==> config.mk <==
export PLATFORM = sky130hd
export DESIGN_NAME = ur_burst_fetch_flat
export DESIGN_NICKNAME = d
export VERILOG_FILES = /design/src/rtl/ur_burst_fetch_if.sv /design/src/rtl/ur_burst_fetch.sv /design/src/flat_wrapper.sv
export SDC_FILE = /design/constraint.sdc
export NUM_CORES = 1
export LEC_CHECK = 0
export CAP_MARGIN = 10
export CORE_MARGIN = 3
export CORE_UTILIZATION = 44
export CTS_CLUSTER_DIAMETER = 60
export DETAILED_ROUTE_END_ITERATION = 8
export DONT_BUFFER_PORTS = 1
export GPL_TIMING_DRIVEN = 0
export PLACE_DENSITY_LB_ADDON = 0.12
export SKIP_CTS_REPAIR_TIMING = 1
export SLEW_MARGIN = 25
export SYNTH_ARGS = -nofsm -noshare
export SYNTH_HDL_FRONTEND = slang
export SYNTH_SLANG_ARGS = --single-unit
==> constraint.sdc <==
create_clock -name clk -period 5.45 [get_ports clk]
set_input_delay 1.3625 -clock clk [delete_from_list [all_inputs] [get_ports clk]]
set_output_delay 1.3625 -clock clk [all_outputs]
set_load 0.02 [all_outputs]
==> src/rtl/ur_burst_fetch_if.sv <==
`default_nettype none
// ============================================================================
// Module      : ur_burst_fetch_if
// Description : Command, user-register read and beat-stream bundle for the
//               ur_burst_fetch block.
// Revision    : 1.0 - initial release
// ============================================================================
interface ur_burst_fetch_if #(
    parameter int DATA_WIDTH     = 128,
    parameter int UR_ADDR_WIDTH  = 11,
    parameter int LEN_WIDTH      = 8,
    parameter int DST_ADDR_WIDTH = 32
);
    logic                      cmd_valid;
    logic                      cmd_ready;
    logic [UR_ADDR_WIDTH-1:0]  cmd_ur_addr;
    logic [LEN_WIDTH-1:0]      cmd_len;
    logic [DST_ADDR_WIDTH-1:0] cmd_dst_addr;
    logic                      ur_re;
    logic [UR_ADDR_WIDTH-1:0]  ur_addr;
    logic [DATA_WIDTH-1:0]     ur_rdata;
    logic                      out_valid;
    logic                      out_ready;
    logic [DATA_WIDTH-1:0]     out_data;
    logic [DST_ADDR_WIDTH-1:0] out_addr;
    logic                      out_last;
    logic                      done;
    logic                      busy;

    modport master (
        input  cmd_valid, cmd_ur_addr, cmd_len, cmd_dst_addr, ur_rdata, out_ready,
        output cmd_ready, ur_re, ur_addr, out_valid, out_data, out_addr, out_last,
               done, busy
    );

    modport slave (
        output cmd_valid, cmd_ur_addr, cmd_len, cmd_dst_addr, ur_rdata, out_ready,
        input  cmd_ready, ur_re, ur_addr, out_valid, out_data, out_addr, out_last,
               done, busy
    );
endinterface
`default_nettype wire

==> src/rtl/ur_burst_fetch.sv <==
`default_nettype none
// ============================================================================
// Module      : ur_burst_fetch
// Description : Reads a window of user registers and emits them as an
//               address-tagged beat stream through a small beat FIFO.
// Revision    : 1.0 - initial release
// ============================================================================
module ur_burst_fetch #(
    parameter int DATA_WIDTH     = 128,
    parameter int UR_ADDR_WIDTH  = 11,
    parameter int LEN_WIDTH      = 8,
    parameter int DST_ADDR_WIDTH = 32,
    parameter int FIFO_DEPTH     = 4
) (
    input  wire logic         clk,
    input  wire logic         rst,
    ur_burst_fetch_if.master  bus
);
    localparam int c_PTR_W = $clog2(FIFO_DEPTH);
    localparam int c_CNT_W = c_PTR_W + 1;
    localparam logic [c_CNT_W-1:0]        c_FULL       = c_CNT_W'(FIFO_DEPTH);
    localparam logic [c_CNT_W-1:0]        c_CNT_ONE    = c_CNT_W'(1);
    localparam logic [c_PTR_W-1:0]        c_PTR_ONE    = c_PTR_W'(1);
    localparam logic [LEN_WIDTH:0]        c_LEN_ONE    = (LEN_WIDTH + 1)'(1);
    localparam logic [UR_ADDR_WIDTH-1:0]  c_UR_ONE     = UR_ADDR_WIDTH'(1);
    localparam logic [DST_ADDR_WIDTH-1:0] c_BEAT_BYTES = DST_ADDR_WIDTH'(DATA_WIDTH / 8);

    localparam logic [1:0] c_ST_IDLE  = 2'd0;
    localparam logic [1:0] c_ST_READ  = 2'd1;
    localparam logic [1:0] c_ST_DRAIN = 2'd2;
    localparam logic [1:0] c_ST_DONE  = 2'd3;

    logic [1:0]                r_state;
    logic [1:0]                w_state_nxt;
    logic [UR_ADDR_WIDTH-1:0]  r_ur_addr;
    logic [LEN_WIDTH:0]        r_len;
    logic [LEN_WIDTH:0]        r_rd_cnt;
    logic [DST_ADDR_WIDTH-1:0] r_dst_addr;

    logic [DATA_WIDTH-1:0]     r_mem_data [FIFO_DEPTH];
    logic [DST_ADDR_WIDTH-1:0] r_mem_addr [FIFO_DEPTH];
    logic [FIFO_DEPTH-1:0]     r_mem_last;
    logic [c_PTR_W-1:0]        r_wptr;
    logic [c_PTR_W-1:0]        r_rptr;
    logic [c_CNT_W-1:0]        r_count;

    logic w_valid;
    logic w_cmd_fire;
    logic w_rd;
    logic w_rd_last;
    logic w_pop;

    always_comb begin
        w_valid     = (r_count != '0);
        w_cmd_fire  = (r_state == c_ST_IDLE) && bus.cmd_valid && !rst;
        // Space is judged on the registered count only; a pop this cycle does not help.
        w_rd        = (r_state == c_ST_READ) && (r_count != c_FULL);
        w_rd_last   = (r_rd_cnt == (r_len - c_LEN_ONE));
        w_pop       = w_valid && bus.out_ready;
        w_state_nxt = r_state;
        case (r_state)
            c_ST_IDLE: begin
                if (w_cmd_fire) begin
                    w_state_nxt = (bus.cmd_len == '0) ? c_ST_DONE : c_ST_READ;
                end
            end
            c_ST_READ: begin
                if (w_rd && w_rd_last) begin
                    w_state_nxt = c_ST_DRAIN;
                end
            end
            c_ST_DRAIN: begin
                if (w_pop && r_mem_last[r_rptr]) begin
                    w_state_nxt = c_ST_DONE;
                end
            end
            c_ST_DONE: w_state_nxt = c_ST_IDLE;
            default:   w_state_nxt = c_ST_IDLE;
        endcase
    end

    always_ff @(posedge clk) begin
        if (rst) begin
            r_state    <= c_ST_IDLE;
            r_ur_addr  <= '0;
            r_len      <= '0;
            r_rd_cnt   <= '0;
            r_dst_addr <= '0;
            r_mem_last <= '0;
            r_wptr     <= '0;
            r_rptr     <= '0;
            r_count    <= '0;
        end else begin
            r_state <= w_state_nxt;
            if (w_cmd_fire) begin
                r_ur_addr  <= bus.cmd_ur_addr;
                r_len      <= {1'b0, bus.cmd_len};
                r_rd_cnt   <= '0;
                r_dst_addr <= bus.cmd_dst_addr;
            end else if (w_rd) begin
                r_ur_addr  <= r_ur_addr + c_UR_ONE;
                r_rd_cnt   <= r_rd_cnt + c_LEN_ONE;
                r_dst_addr <= r_dst_addr + c_BEAT_BYTES;
            end
            if (w_rd) begin
                r_mem_last[r_wptr] <= w_rd_last;
                r_wptr             <= r_wptr + c_PTR_ONE;
            end
            if (w_pop) begin
                r_rptr <= r_rptr + c_PTR_ONE;
            end
            case ({w_rd, w_pop})
                2'b10:   r_count <= r_count + c_CNT_ONE;
                2'b01:   r_count <= r_count - c_CNT_ONE;
                default: r_count <= r_count;
            endcase
        end
    end

    // Payload storage needs no reset; the head is masked while the FIFO is empty.
    always_ff @(posedge clk) begin
        if (w_rd) begin
            r_mem_data[r_wptr] <= bus.ur_rdata;
            r_mem_addr[r_wptr] <= r_dst_addr;
        end
    end

    assign bus.cmd_ready = (r_state == c_ST_IDLE) && !rst;
    assign bus.ur_re     = w_rd;
    assign bus.ur_addr   = r_ur_addr;
    assign bus.out_valid = w_valid;
    assign bus.out_data  = w_valid ? r_mem_data[r_rptr] : '0;
    assign bus.out_addr  = w_valid ? r_mem_addr[r_rptr] : '0;
    assign bus.out_last  = w_valid && r_mem_last[r_rptr];
    assign bus.done      = (r_state == c_ST_DONE);
    assign bus.busy      = (r_state != c_ST_IDLE);
endmodule
`default_nettype wire

==> src/flat_wrapper.sv <==
// flat-port wrapper written by rule: the top's interface ports become plain ports
module ur_burst_fetch_flat 
#(
    parameter int DATA_WIDTH     = 128,
    parameter int UR_ADDR_WIDTH  = 11,
    parameter int LEN_WIDTH      = 8,
    parameter int DST_ADDR_WIDTH = 32,
    parameter int FIFO_DEPTH     = 4
)
  (clk, rst, bus_cmd_valid, bus_cmd_ur_addr, bus_cmd_len, bus_cmd_dst_addr, bus_ur_rdata, bus_out_ready, bus_cmd_ready, bus_ur_re, bus_ur_addr, bus_out_valid, bus_out_data, bus_out_addr, bus_out_last, bus_done, bus_busy);
  ur_burst_fetch_if #(.DATA_WIDTH(DATA_WIDTH), .UR_ADDR_WIDTH(UR_ADDR_WIDTH), .LEN_WIDTH(LEN_WIDTH), .DST_ADDR_WIDTH(DST_ADDR_WIDTH)) bus_i ();
  input  wire logic clk;
  input  wire logic rst;
  input wire logic [$bits(bus_i.cmd_valid)-1:0] bus_cmd_valid;
  input wire logic [$bits(bus_i.cmd_ur_addr)-1:0] bus_cmd_ur_addr;
  input wire logic [$bits(bus_i.cmd_len)-1:0] bus_cmd_len;
  input wire logic [$bits(bus_i.cmd_dst_addr)-1:0] bus_cmd_dst_addr;
  input wire logic [$bits(bus_i.ur_rdata)-1:0] bus_ur_rdata;
  input wire logic [$bits(bus_i.out_ready)-1:0] bus_out_ready;
  output wire logic [$bits(bus_i.cmd_ready)-1:0] bus_cmd_ready;
  output wire logic [$bits(bus_i.ur_re)-1:0] bus_ur_re;
  output wire logic [$bits(bus_i.ur_addr)-1:0] bus_ur_addr;
  output wire logic [$bits(bus_i.out_valid)-1:0] bus_out_valid;
  output wire logic [$bits(bus_i.out_data)-1:0] bus_out_data;
  output wire logic [$bits(bus_i.out_addr)-1:0] bus_out_addr;
  output wire logic [$bits(bus_i.out_last)-1:0] bus_out_last;
  output wire logic [$bits(bus_i.done)-1:0] bus_done;
  output wire logic [$bits(bus_i.busy)-1:0] bus_busy;
  assign bus_i.cmd_valid = bus_cmd_valid;
  assign bus_i.cmd_ur_addr = bus_cmd_ur_addr;
  assign bus_i.cmd_len = bus_cmd_len;
  assign bus_i.cmd_dst_addr = bus_cmd_dst_addr;
  assign bus_i.ur_rdata = bus_ur_rdata;
  assign bus_i.out_ready = bus_out_ready;
  assign bus_cmd_ready = bus_i.cmd_ready;
  assign bus_ur_re = bus_i.ur_re;
  assign bus_ur_addr = bus_i.ur_addr;
  assign bus_out_valid = bus_i.out_valid;
  assign bus_out_data = bus_i.out_data;
  assign bus_out_addr = bus_i.out_addr;
  assign bus_out_last = bus_i.out_last;
  assign bus_done = bus_i.done;
  assign bus_busy = bus_i.busy;
  ur_burst_fetch #(.DATA_WIDTH(DATA_WIDTH), .UR_ADDR_WIDTH(UR_ADDR_WIDTH), .LEN_WIDTH(LEN_WIDTH), .DST_ADDR_WIDTH(DST_ADDR_WIDTH), .FIFO_DEPTH(FIFO_DEPTH)) u_core (.clk(clk), .rst(rst), .bus(bus_i));
endmodule
**After elaboration in Yosys (flattened, before gate mapping)**

Memory sizes are Yosys's and may differ from the RTL's. A register that Yosys moved wholly into a read port is not among the register bits.
Index checks and enable logic that the tools add are counted.

- Magnitude comparators: 3
- Reduce and logical (&&, ||, !) cells: 18
- Equality and inequality tests: 10
- Muxes and demuxes: 23
- $add $sub $neg: 8

Operators with widths:

| operator | number |
|---|---|
| $mux 128 | 1 |
| $mux 32 | 3 |
| $add 32x5->32 const B | 1 |
| $mux 11 | 2 |
| $mux 2 | 8 |
| $add 11x1->11 const B | 1 |
| $add 9x1->9 const B | 1 |
| $eq 9x9->1 | 1 |
| $logic_and 1x1->1 | 9 |
| $sub 8x1->9 const B | 1 |
| $logic_not 8->1 | 1 |
| $pmux 2 s4 | 1 |
| $eq 2x2->1 const B | 3 |
| $lt 2x3->1 const B | 2 |
| $pmux 3 s2 | 1 |
| $reduce_bool 2->1 | 3 |
| $add 2x1->2 const B | 2 |
| $bwmux 4 | 1 |
| $eq 2x1->1 const B | 2 |
| $mux 1 | 4 |
| $ne 2x1->1 const B | 2 |
| $add 3x1->3 const B | 1 |
| $ne 3x3->1 const B | 1 |
| $reduce_and 3->1 | 1 |
| 9 further kinds | 9 |

- Output and inout port bits: 177
- Memory bits (writable): 640
- Memories: 2
- Input bits: 183
- Word-level logic and storage cells: 73
- Register bits: 73

Memories:

| memory | words | bits a word | rd ports | clocked after Yosys merged registers in | write ports | line | source |
|---|---|---|---|---|---|---|---|
| u_core.r_mem_data | 4 | 128 | 1 | 1 | 1 | ur_burst_fetch.sv:40 | `logic [DATA_WIDTH-1:0] r_mem_data [FIFO_DEPTH];` |
| u_core.r_mem_addr | 4 | 32 | 1 | 1 | 1 | ur_burst_fetch.sv:41 | `logic [DST_ADDR_WIDTH-1:0] r_mem_addr [FIFO_DEPTH];` |

**Longest topological paths before layout**

Gate-level depths: netlist of the first run.

- Depth in word-level cells: 5
- Gate-level depth with buffers: 9
- Gate-level depth less buffers: 9

**Worst setup path after synthesis of the first run**

No wires, ideal clock.

- Path kind: flip-flop to flip-flop
- Start point: reg u_core.r_state[1]
- End point: mem u_core.r_mem_addr[0][0], enable pin
- Path buffers: 1
- Slack: 651 ps
- Setup time: 514 ps
- Data required time: 4936 ps
- Cell stages (with the launch flop): 8
- Clock period less this slack: 4799 ps
- Arrival time: 4285 ps
- Cells stage by stage: dfxtp_1 > inv_1 > ha_1 > nand2_1 > inv_1 > buf_2 > nand2_1 > inv_1

- Word-level cells in the longest chain between the ends: 4

RTL lines:

| element | line | source |
|---|---|---|
| start: declaration | ur_burst_fetch.sv:33 | `logic [1:0] r_state;` |
| start signal: assignment | ur_burst_fetch.sv:84 | `r_state <= c_ST_IDLE;` |
| start signal: assignment | ur_burst_fetch.sv:94 | `r_state <= w_state_nxt;` |
| $eq 2x1->1 | ur_burst_fetch.sv:57 | `w_rd = (r_state == c_ST_READ) && (r_count != c_FULL);` |
| $logic_and 1x1->1 | ur_burst_fetch.sv:57 |  |
| $mux 1 | ur_burst_fetch.sv:122 | `if (w_rd) begin` |
| $mux 1 (implied by the code) | ur_burst_fetch.sv:124 | `r_mem_addr[r_wptr] <= r_dst_addr;` |
| end: declaration | ur_burst_fetch.sv:41 |  |

No other way between the ends.

==> impl_metrics.toml, run 1 <==
[timing]
fmax_mhz = 208
relSlewSlack = 0.404
finalWorstSetupSlack_ns = 0.653
rsz0062_at_grt = "false"
fin_worst_skew_ns = 0.0153
tightest_slew_ns = 0.894
hold_viol = 0
setup_viol = 0
period_share = 0.880
period_needed_ns = 4.80
drv_slew = 0

[min_path]
worstHoldStart = "u_core.r_mem_last[1]"
hp-class = "register to register"
hold-path-cell-count = 2

[global_route]
grt_pass1_vias = 14100
grt_overflow = 0
grt_max_degree = 77
antenna_found_initial = 3
grt_pass1_wl_mm = 91.6
track_usage = 0.185

[drt]
drc_errors = 0
wl_mm = 61.9
first_iter_violations = 733
viasPerCell = 5.50
drtAntennaViolNets = 0
vias = 13500
firstDrtPassIters = 5
wl_per_cell_um = 25.3

[cells_and_area]
multiInputGateArea_um2 = 6820
final.fill_count = 5109
area_growth_pct = 13.0
finish.instance_area_um2 = 31500
seq_area_um2 = 20700
fin_nets = 1751
layout-drive-gt1-share = 0.186

[place]
gp_congestion = 0.752
postPlaceCellArea_um2 = 29200
io_buffers = 0
preCtsSetupSlack_ns = 1.06
dp_hpwl_mm = 40.1

[clock_network]
clk_pin_slew_ns = 0.06
cts.sinks = 715
numCtsBuffers = 76
cts_tree = "yes"
cts_root_buf = "clkbuf_16"
insertion_delay_ns = 0.59
clk_path_buf_depth = 3
cts.htree.levels = 3

[synthesis]
post_synth.cell_area_avg_um2 = 19.0
synth_top_family_by_area = "multiplexers"
synth-compound-area-share = 0.0237
synth_edf_count = 640
yosysUniqueCellTypes = 50
synth_fp_nets = 1664
seq_area_frac_synth = 0.742
ys_warn_count = 0
synthXorXnorAreaFrac = 0.0173
synthFlopType = "edfxtp_1"
synthAdderAreaFrac = 0.00699
synth-seq-cells = 715
synth_area_um2 = 27900
async_flop_share = 0
synthSimpleGateAreaFrac = 0.0659
synthMuxAreaShare = 0.131
synthCells = 1466

[critical_path]
worst-path-buf-inv = 3
crit_chain = "clkbuf_1 -> clkbuf_1 -> buf_1 -> mux4_2 -> and2_1"
path_max_fanout = 10
critPathTopFamily = "buffers and inverters"
ff2ff_path_depth = 9
slowest_delay_ns = 0.71
start_kind = "register"
critPathKind = "register to output port"
required_ns = 4.09
slowest_stage = "clkbuf_1"
arrival_ns = 3.43
cp.depth = 5
end_kind = "output port"
critPathMostFrequentCell = "clkbuf_1"
r2r-start = "u_core.r_state[1]"

[power]
irDropWorstVdd_mv = 0.323
p_leak_nw = 9.88
power_density_nw_per_um2 = 524

[die]
core_um2 = 62300
die-area_um2 = 66500
io-pin-count = 360
rows = 91
die_h_um = 258
chipWidth_um = 258
start_util = 0.448

[flow_run]
cap_violations = 0

[status]
status = "completed"
worst reg2reg max path: cells and delay by family (launching register included):
family	cells	cell delay (ns)
buffers and inverters	6	1.64
adders and majority gates	1	0.25
DFF	1	0.33
and+or+nand+nor	2	0.44
placed cells by master (no fill, tap or decap), types with 3 or more instances in the layout:
cell and count:
clkbuf_1 67, and4_1 5, ha_1 14, a21oi_1 31
clkinv_2 9, or3_1 8, o21ai_0 22, and3_1 9
xnor2_1 24, clkinv_1 21, and2_1 163, inv_8 4
dfxtp_1 75, nor2_1 46, a211oi_1 20, buf_16 9
a22o_1 9, inv_1 15, inv_6 4, edfxtp_1 640
xor2_1 31, clkbuf_16 77, nand2_1 38, buf_2 18
buf_1 6, mux4_2 161, nor3_1 3, nand4_1 14
nand3_1 24, a311oi_1 3, bufinv_16 3
metal layers:
layer  routed length (um)  track usage  up-vias
met5                   18            0        -
met4                 1220       0.0531        4
met3                 4930       0.0608       83
met2                30300        0.302      367
met1                25400        0.239     7036
li1                     -            -     5994
cell families after synthesis:
| kind of cell | after synthesis |
|---|---|
| AO/OA/AOI/OAI | 100 |
| XOR/XNOR | 55 |
| adder cells (fa/ha/maj) | 15 |
| buffers and inverters | 92 |
| flip-flops | 715 |
| multiplexers | 163 |
| AND/OR/NAND/NOR | 326 |
power by group:
group,leakage (nW),internal (mW),switching (mW)
combinational,2.32,1.63,3.01
sequential,6.44,6.82,0.285
clock,1.12,2.74,2.03
total,9.88,11.2,5.33
Yosys cell counts (2+ instances only):
cell | count | area [um^2]
edfxtp_1 | 640 | 19200
and2_1 | 163 | 1020
mux4_2 | 161 | 3630
dfxtp_1 | 75 | 1500
clkbuf_1 | 49 | 184
nor2_1 | 46 | 173
nand2_1 | 38 | 143
a21oi_1 | 31 | 155
xor2_1 | 31 | 272
nand3_1 | 24 | 120
xnor2_1 | 24 | 210
o21ai_0 | 22 | 110
a211oi_1 | 20 | 150
inv_1 | 19 | 71.3
buf_2 | 18 | 90.1
ha_1 | 14 | 175
nand4_1 | 14 | 87.6
a22o_1 | 9 | 78.8
and3_1 | 9 | 56.3
or3_1 | 8 | 50.1
buf_1 | 6 | 22.5
and4_1 | 5 | 43.8
a311oi_1 | 3 | 26.3
nor3_1 | 3 | 15.0
nand2b_1 | 2 | 12.5
nor2b_1 | 2 | 12.5
nor3_2 | 2 | 20.0
nor3b_1 | 2 | 15.0
nor4_1 | 2 | 12.5
o211a_1 | 2 | 20.0
o21a_1 | 2 | 15.0
o32ai_1 | 2 | 17.5
flip-flops by register name (all words and copies together) (netlist names), named ones only:
register	cells
u_core.r_rptr	2
u_core.r_wptr	2
u_core.bus.ur_addr	11
u_core.r_dst_addr	32
u_core.r_state	2
u_core.r_rd_cnt	9
u_core.r_mem_data	512
u_core.r_len	8
u_core.r_count	3
u_core.r_mem_last	4
u_core.r_mem_addr	128
layout make-up:
type / instances / area share
sequential: 715 / 0.657
timing repair buffer: 9 / 0.00786
inverter: 19 / 0.00321
multi-input combinational: 659 / 0.216
tap: 837 / 0.0332
buffer: 73 / 0.00948
antenna: 1 / 0.0000794
clock inverter: 40 / 0.00909
clock buffer: 97 / 0.0635
path summary, 6_finish.rpt:
path | endpoint | slack, ns
max | bus_out_data[38] | 0.65
min | u_core.r_mem_last[1] | 0.46
max reg2reg | u_core.r_mem_data[2][0] | 2.31
min reg2reg | u_core.r_mem_last[1] | 0.46
metrics by stage:
step | setup TNS [ns] | power, mW | utilization | std cells | hold slack (ns)
global route | 0 | 17.3 | 0.506 | 2449 | 0.474
finish | 0 | 16.5 | 0.506 | 2450 | 0.457
CTS | 0 | 16.8 | 0.506 | 2449 | 0.460
floorplan | 0 | 10.7 | - | 1466 | 0.429
global placement | -1690.35 | 11.7 | 0.465 | 2303 | 0.440
detailed placement | 0 | 12.0 | 0.469 | 2312 | 0.453
No activity file was read; power rests on OpenSTA's default activity.
==> run 2: changes to the inputs <==
- ABC_AREA: default -> 1
==> impl_metrics.toml, run 2 <==
[synthesis]
synth_area_um2 = 29100
synth-seq-cells = 715
synthMuxAreaShare = 0
synthFlopType = "edfxtp_1"
synthXorXnorAreaFrac = 0.00211
synthAdderAreaFrac = 0.00672
synthCells = 2558
ys_warn_count = 0
yosys.cell_count.top_type = "nor2_1"
synth_fp_nets = 2756
synth_edf_count = 640
synth_top_family_by_area = "simple AND/OR/NAND/NOR gates"
async_flop_share = 0
synth.top_cell.area_share = 0.661
synthSimpleGateAreaFrac = 0.133
yosysUniqueCellTypes = 46
post_synth.cell_area_avg_um2 = 11.4
synth_area_leaders = "edfxtp_1 (66%), nor2_1 (9.4%), o21ai_0 (6.2%)"
ys_top_cells_by_count = "nor2_1 (731), edfxtp_1 (640), o21ai_0 (360), a21oi_1 (212), nand2_1 (149)"
seq_area_frac_synth = 0.713
synth_top_area_cell = "edfxtp_1"
synth-compound-area-share = 0.112

[die]
die_h_um = 263
start_util = 0.447
io-pin-count = 360
rows = 93
die-area_um2 = 69200
core_um2 = 64900
chipWidth_um = 263

[timing]
hold_viol = 0
fmax_mhz = 210
finalWorstSetupSlack_ns = 0.698
setup_tns_ns = 0
setup_viol = 0
period_needed_ns = 4.75
period_share = 0.872
tightest_slew_ns = 1.04
relSlewSlack = 0.307
rsz0062_at_grt = "false"
fin_worst_skew_ns = 0.0217
drv_slew = 0

[cells_and_area]
fin_cells = 3588
layout_common_cells = "nor2_1 (727), edfxtp_1 (640), o21ai_0 (360)"
top_register = "u_core.r_mem_data"
layout_commonest_cell = "nor2_1"
layout-drive-gt1-share = 0.0907
fin_nets = 2873
area_growth_pct = 15.7
reg_top3 = "u_core.r_mem_data x512, u_core.r_mem_addr x128, u_core.r_dst_addr x32"
diodes = 0
largest_register_ffs = 512
post-route-util = 0.518

[clock_network]
cts.htree.levels = 3
cts_tree = "yes"
cts.sinks = 715
cts_root_buf = "clkbuf_16"
clk_path_buf_depth = 3
insertion_delay_ns = 0.62
clk_pin_slew_ns = 0.06
numCtsBuffers = 76

[power]
p_comb_frac = 0.300
irDropWorstVdd_mv = 0.238
power_mw = 17.5
p_clk_frac = 0.295
p_leak_nw = 11.4
power_density_nw_per_um2 = 519
switchingPower_mw = 6.37
swShare = 0.365
seqPwrFrac = 0.405
p_int_mw = 11.1

[place]
preCtsSetupSlack_ns = 1.31
io_buffers = 0
gp_congestion = 0.841
dp_cells = 3452
dp_hpwl_mm = 52.6

[drt]
drc_errors = 0
firstDrtPassIters = 5
viasPerCell = 5.42
wl_mm = 78.6
first_iter_violations = 1721
wl_per_cell_um = 21.9
vias = 19500
drtAntennaViolNets = 0

[global_route]
grt_pass1_wl_mm = 118
use_met2 = 0.368
globalRouteMet1Util = 0.287
grt_util_met3 = 0.0625
grt_pass1_vias = 18900
grt_busiest_layer = "met2"
track_usage = 0.222
antenna_found_initial = 2
grt_overflow = 0
grt_max_degree = 23

[critical_path]
end_kind = "output port"
arrival_ns = 3.39
required_ns = 4.09
start_kind = "register"
path_max_fanout = 10
critPathKind = "register to output port"

[min_path]
hp-class = "register to register"

[flow_run]
cap_violations = 0

[status]
status = "completed"
==> run 2: cell count changes in the layout (fill, tap and decap cells not counted), sizes merged, moves of 12 or more <==
cell / delta
a211oi: -18
nor2: +694
o21ai: +348
clkinv: -12
xor2: -27
nand2: +123
clkbuf: +47
a21oi: +182
mux4: -161
buf: +64
xnor2: -21
inv: +61
and2: -163
==> run 2: cell type report <==
| cell class | count | area (um^2) |
|---|---|---|
| Buffer | 149 | 656 |
| Clock buffer | 102 | 2080 |
| Clock inverter | 34 | 409 |
| Fill cell | 5578 | 31300 |
| Inverter | 81 | 304 |
| Multi-Input combinational cell | 1613 | 7410 |
| Sequential cell | 715 | 20700 |
| Tap cell | 855 | 1070 |
| Timing Repair Buffer | 39 | 966 |
==> run 2: logic make-up (layout without fill, tap and decap cells) <==
group,after synthesis,count (layout)
AOI/OAI and AO/OA,625,625
xor gates and xnor gates,7,7
adders and majority gates,15,15
buffers and inverters,230,405
DFF,715,715
and+or+nand+nor,966,966
==> run 2: power groups by stage <==
stage,Clock (mW),Sequential [mW],Combinational [mW]
3_3_place_gp,0,7.21,4.69
4_1_cts,5.26,7.07,5.30
2_1_floorplan,0,7.25,3.44
5_1_grt,5.49,7.13,5.74
3_5_place_dp,0,7.18,5.28
6_report,5.15,7.07,5.24
==> run 2: layer usage <==
metal  vias up  part of all wire
met5         -           0.00017
met2       627              0.49
met4         2             0.020
li1       9218                 -
met3        97             0.082
met1      9517              0.41
==> run 2: worst paths after layout <==
kind,startpoint,end,slack [ns],depth (start not counted)
setup reg to reg,u_core.r_state[1],u_core.r_count[2],2.85,11
hold reg to reg,u_core.r_rd_cnt[8],u_core.r_rd_cnt[8],0.50,2
hold / removal,u_core.r_rd_cnt[8],u_core.r_rd_cnt[8],0.50,2
setup / recovery,u_core.r_count[0],bus_out_data[100],0.70,6
==> run 2: worst max-delay path: stages, from the launching register on <==
cell and delay (ns):
dfxtp_1 0.30, inv_1 0.14, nand3_1 0.36, inv_2 0.39
clkbuf_1 0.70, clkbuf_1 0.55, a21oi_1 0.34
==> run 2: through the flow <==
stage | area [um^2] | hold slack (ns)
finish | 33600 | 0.502
global placement | 30100 | 0.484
floorplan | 29100 | 0.461
CTS | 33600 | 0.503
detailed placement | 31100 | 0.486
global route | 33600 | 0.532
